==> config.mk <==
export PLATFORM = sky130hd
export DESIGN_NAME = imem_loader
export DESIGN_NICKNAME = d
export VERILOG_FILES = /design/src/rtl/imem_loader.sv
export SDC_FILE = /design/constraint.sdc
export NUM_CORES = 1
export LEC_CHECK = 0
export CAP_MARGIN = 10
export CORE_MARGIN = 2
export CORE_UTILIZATION = 35
export DETAILED_ROUTE_END_ITERATION = 12
export GPL_TIMING_DRIVEN = 1
export PLACE_DENSITY = 0.6
export SYNTH_ARGS = -nofsm -noshare
export SYNTH_HDL_FRONTEND = slang
export SYNTH_SLANG_ARGS = --single-unit
==> constraint.sdc <==
create_clock -name clk -period 2 [get_ports clk]
set_clock_uncertainty 0.2 [all_clocks]
set_input_delay 0.4 -clock clk [delete_from_list [all_inputs] [get_ports clk]]
set_output_delay 0.4 -clock clk [all_outputs]
set_load 0.01 [all_outputs]
==> src/rtl/imem_loader.sv <==
// Byte-stream program loader: turns a framed stream (count, high/low instruction bytes, XOR checksum)
// into 16-bit instruction memory writes and holds the core in reset until a load succeeds.
module imem_loader #(
  parameter int                ADDR_W    = 8,
  parameter logic [ADDR_W-1:0] BASE_ADDR = '0,
  parameter bit                CHECK_EN  = 1'b1
) (
  input  logic              clk,
  input  logic              rst,
  input  logic              start,
  input  logic              in_valid,
  input  logic [7:0]        in_data,
  output logic              in_ready,
  output logic              imem_we,
  output logic [ADDR_W-1:0] imem_addr,
  output logic [15:0]       imem_wdata,
  output logic              cpu_rst,
  output logic              busy,
  output logic              done,
  output logic              err
);

  typedef enum logic [2:0] {IDLE, CNT, HI, LO, CHK} state_t;

  state_t            state;
  state_t            state_next;
  logic [8:0]        remaining;
  logic [ADDR_W-1:0] addr;
  logic [7:0]        hi;
  logic [7:0]        chk;
  logic              accept;
  logic              last_word;

  assign accept    = in_valid & in_ready;
  assign last_word = (remaining == 9'd1);
  assign busy      = (state != IDLE);

  always_ff @(posedge clk) begin
    if (rst) state <= IDLE;
    else     state <= state_next;
  end

  // Every non-IDLE state consumes exactly one byte; a missing in_valid simply holds the state.
  always_comb begin
    state_next = state;
    in_ready   = 1'b0;
    case (state)
      IDLE: if (start) state_next = CNT;
      CNT: begin
        in_ready = 1'b1;
        if (in_valid) state_next = HI;
      end
      HI: begin
        in_ready = 1'b1;
        if (in_valid) state_next = LO;
      end
      LO: begin
        in_ready = 1'b1;
        if (in_valid) begin
          if (!last_word)    state_next = HI;
          else if (CHECK_EN) state_next = CHK;
          else               state_next = IDLE;
        end
      end
      CHK: begin
        in_ready = 1'b1;
        if (in_valid) state_next = IDLE;
      end
      default: state_next = IDLE;
    endcase
  end

  always_ff @(posedge clk) begin
    if (rst) begin
      remaining  <= '0;
      addr       <= '0;
      hi         <= '0;
      chk        <= '0;
      imem_we    <= 1'b0;
      imem_addr  <= '0;
      imem_wdata <= '0;
      cpu_rst    <= 1'b1;
      done       <= 1'b0;
      err        <= 1'b0;
    end else begin
      imem_we <= 1'b0;
      case (state)
        IDLE: begin
          if (start) begin
            done    <= 1'b0;
            err     <= 1'b0;
            cpu_rst <= 1'b1;
          end
        end
        CNT: begin
          if (accept) begin
            remaining <= (in_data == 8'd0) ? 9'd256 : {1'b0, in_data};
            addr      <= BASE_ADDR;
            chk       <= '0;
          end
        end
        HI: begin
          if (accept) begin
            hi  <= in_data;
            chk <= chk ^ in_data;
          end
        end
        LO: begin
          if (accept) begin
            imem_we    <= 1'b1;
            imem_addr  <= addr;
            imem_wdata <= {hi, in_data};
            chk        <= chk ^ in_data;
            addr       <= addr + 1'b1;
            remaining  <= remaining - 9'd1;
            // Without a checksum byte the last word itself completes the load.
            if (last_word && !CHECK_EN) begin
              done    <= 1'b1;
              cpu_rst <= 1'b0;
            end
          end
        end
        CHK: begin
          if (accept) begin
            if (in_data == chk) begin
              done    <= 1'b1;
              cpu_rst <= 1'b0;
            end else begin
              err <= 1'b1;
            end
          end
        end
        default: ;
      endcase
    end
  end

endmodule

==> run metrics <==
Final Setup Violations=0; GP Congestion=0.801; Hold Vio Cnt, Final=0; drt via density=4.97; Synth cell types=50; cell area after layout=3860 µm²; Mapped Area=2890 µm²; Num CTS Buffers=9; clock tree from TritonCTS=done; CTS sink count=64; Leakage=1.38 nW; DRC viols=0; Rel. slew slack=0.654; Die Area=8990 µm²; Std-Cell Rows=33; routing usage on met2=0.289; number of global-route vias before repair=2566; cell count after synthesis=362; post-DP HPWL=5180 µm; nets=446; die span in x=94.8 µm; setup slack at placement=-0.118 ns; WL per Instance=13.5 µm; drt initial violations=104; final wirelength=7300 µm; GR Overflow Total=0; min cycle time layout=1.92 ns; required time worst endpoint=1.40 ns; max-cap viol count=0; DIE HEIGHT=94.8 µm; Clk pin slew, worst setup/hold paths=0.07 ns; # diodes=0; Total GRT Usage=0.174; antenna violations before repair=0; Layout area overhead=33.7%; RSZ-0062 raised after global routing=false; worst skew pair latency=0.34 ns; max incr delay on CP=0.51 ns; total vias in the final route=2691; R2R depth=5; met3 Use GR=0.0535; largest net degree at the start of global routing=28; CP max FO=8; met1 usage=0.216; final setup margin=0.0809 ns; synth warn=0; DRT antenna net count=0; Post-synth EDFFs=0; register area share after synthesis=0.444; Hold Worst Slack=0.254 ns; Max Fclk=521 MHz; Placed Area=3630 µm²; Tightest Pin Transition=0.515 ns; post-route clock period utilization=0.960; pwr dens=706 nW/µm²; total power=0.00272 W; GRT Max-Usage Layer=met2; worst vdd ir=0.000310 V; Starting Density=0.357; global-route wire length before repair=12300 µm; async set-reset flop share out of synthesis=0; IO Pins=42; CTS max path bufs=2; Crit-path slowest cell=dfxtp_1; final design utilization=0.477; Min-Delay Path Class=flip-flop to flip-flop; critical path launch point type=flip-flop; synthesized net count=377; CP Class=flip-flop to primary output; CP arrival=1.32 ns; layout cells sized above 1=0.151; TritonRoute pass-1 iters=4; syn avg cell area=7.97 µm²; Core Region=8090 µm²; Pins Over Slew Limit=0; clk root buf=clkbuf_8; status=finished clean; I/O Buffers=41; Critical Path End Type=primary output; #FFs+latches synth=64; worst path cell trace=xnor2_1 > dlygate4sd2_1; worst hold path depth=2; CTS H-tree lvls=3; Synth Flop Type=dfxtp_1
[layout make-up]
cell class	count	area, µm²
multi-input cells	266	1480
repair buffers	84	756
inverters	6	22.5
fillers	809	4240
flip-flops and latches	64	1280
clock buffers	10	128
well taps	105	131
clock inverters	6	60.1
[registers in the layout, summed over array words and instances, names as in the netlist]
name / cells
imem_addr: 8
done: 1
remaining: 9
imem_we: 1
err: 1
chk: 8
state: 3
hi: 8
cpu_rst: 1
imem_wdata: 16
addr: 8
[cells in the mapped netlist (2+ instances only)]
cell	count	area [µm²]
a211oi_1	2	15.0
a21oi_1	52	260
a31oi_1	2	12.5
and2_1	2	12.5
and3b_1	2	17.5
buf_1	2	7.51
buf_2	11	55.1
clkbuf_1	12	45.0
dfxtp_1	64	1280
ha_1	3	37.5
inv_1	6	22.5
nand2_1	70	263
nand2b_1	10	62.6
nand3_1	7	35.0
nand3b_1	8	60.1
nand4_1	9	56.3
nor2_1	28	105
nor2b_1	4	25.0
nor3_1	8	40.0
nor4_1	3	18.8
o21a_1	2	15.0
o21ai_0	4	20.0
o21ai_1	10	50.1
o31a_1	2	17.5
o32ai_1	2	17.5
or2_0	3	18.8
or3b_1	2	17.5
xnor2_1	8	70.1
xor2_1	3	26.3
[power by group]
part           internal (W)  leakage, nW  total [W]  switching, W
clock              0.000569       0.0920    0.00108      0.000512
sequential          0.00130        0.517    0.00132     0.0000212
combinational      0.000148        0.774   0.000324      0.000176
total               0.00201         1.38    0.00272      0.000710
[critical path, delay by kind of cell, from the launching register on]
family,cells,cell delay (ns)
buffers and inverters,1,0.29
XOR/XNOR,1,0.18
flip-flops,1,0.51
[metrics by stage]
step,setup TNS [ns],std cells
2_1_floorplan,0,362
6_report,0,541
5_1_grt,0,541
3_3_place_gp,-1.42,522
4_1_cts,0,538
3_5_place_dp,-1.75,522
[layout by cell type, fill, tap and decap left out, types with 3 or more instances in the layout]
master           count
ha_1                 3
dfxtp_1             63
nand2b_1            10
nand3b_1             8
o21ai_1             10
nand4_1              9
nand2_1             70
nor2_1              28
clkbuf_8             9
o21ai_0              4
inv_1                6
buf_4               40
nor4_1               3
or2_0                3
clkinv_2             3
nand3_1              7
a21oi_1             52
xor2_1               3
xnor2_1              8
nor2b_1              4
clkdlybuf4s50_1     38
nor3_1               7
[final timing paths]
| kind | endpoint | slack [ns] | startpoint |
|---|---|---|---|
| min | imem_wdata[11] | 0.25 | hi[3] |
| max reg2reg | remaining[8] | 0.16 | state[0] |
| max | in_ready | 0.08 | state[2] |
| min reg2reg | imem_wdata[11] | 0.25 | hi[3] |
[per-layer routing]
metal / part of all wire / up-vias
met3: 0.044 / 8
met5: 0 / -
met1: 0.46 / 1252
met4: 0.0099 / 0
met2: 0.48 / 55
li1: - / 1376
[logic make-up after synthesis]
kind of cell / after synthesis / share of synthesized area
xor gates and xnor gates: 11 / 0.0334
muxes: 2 / 0.00737
and+or+nand+nor: 166 / 0.290
AOI/OAI and AO/OA: 84 / 0.164
buffers and inverters: 32 / 0.0477
DFF: 64 / 0.444
adders and majority gates: 3 / 0.0130
[timing repair]
action                                  CTS  global route
endpoints found under the setup margin    2             1
hold buffers                              0             0
setup buffers                             0             3
gates resized for setup                   3             4
pin swaps                                 0             1
Note: power is estimated with default switching activity, not from simulation.
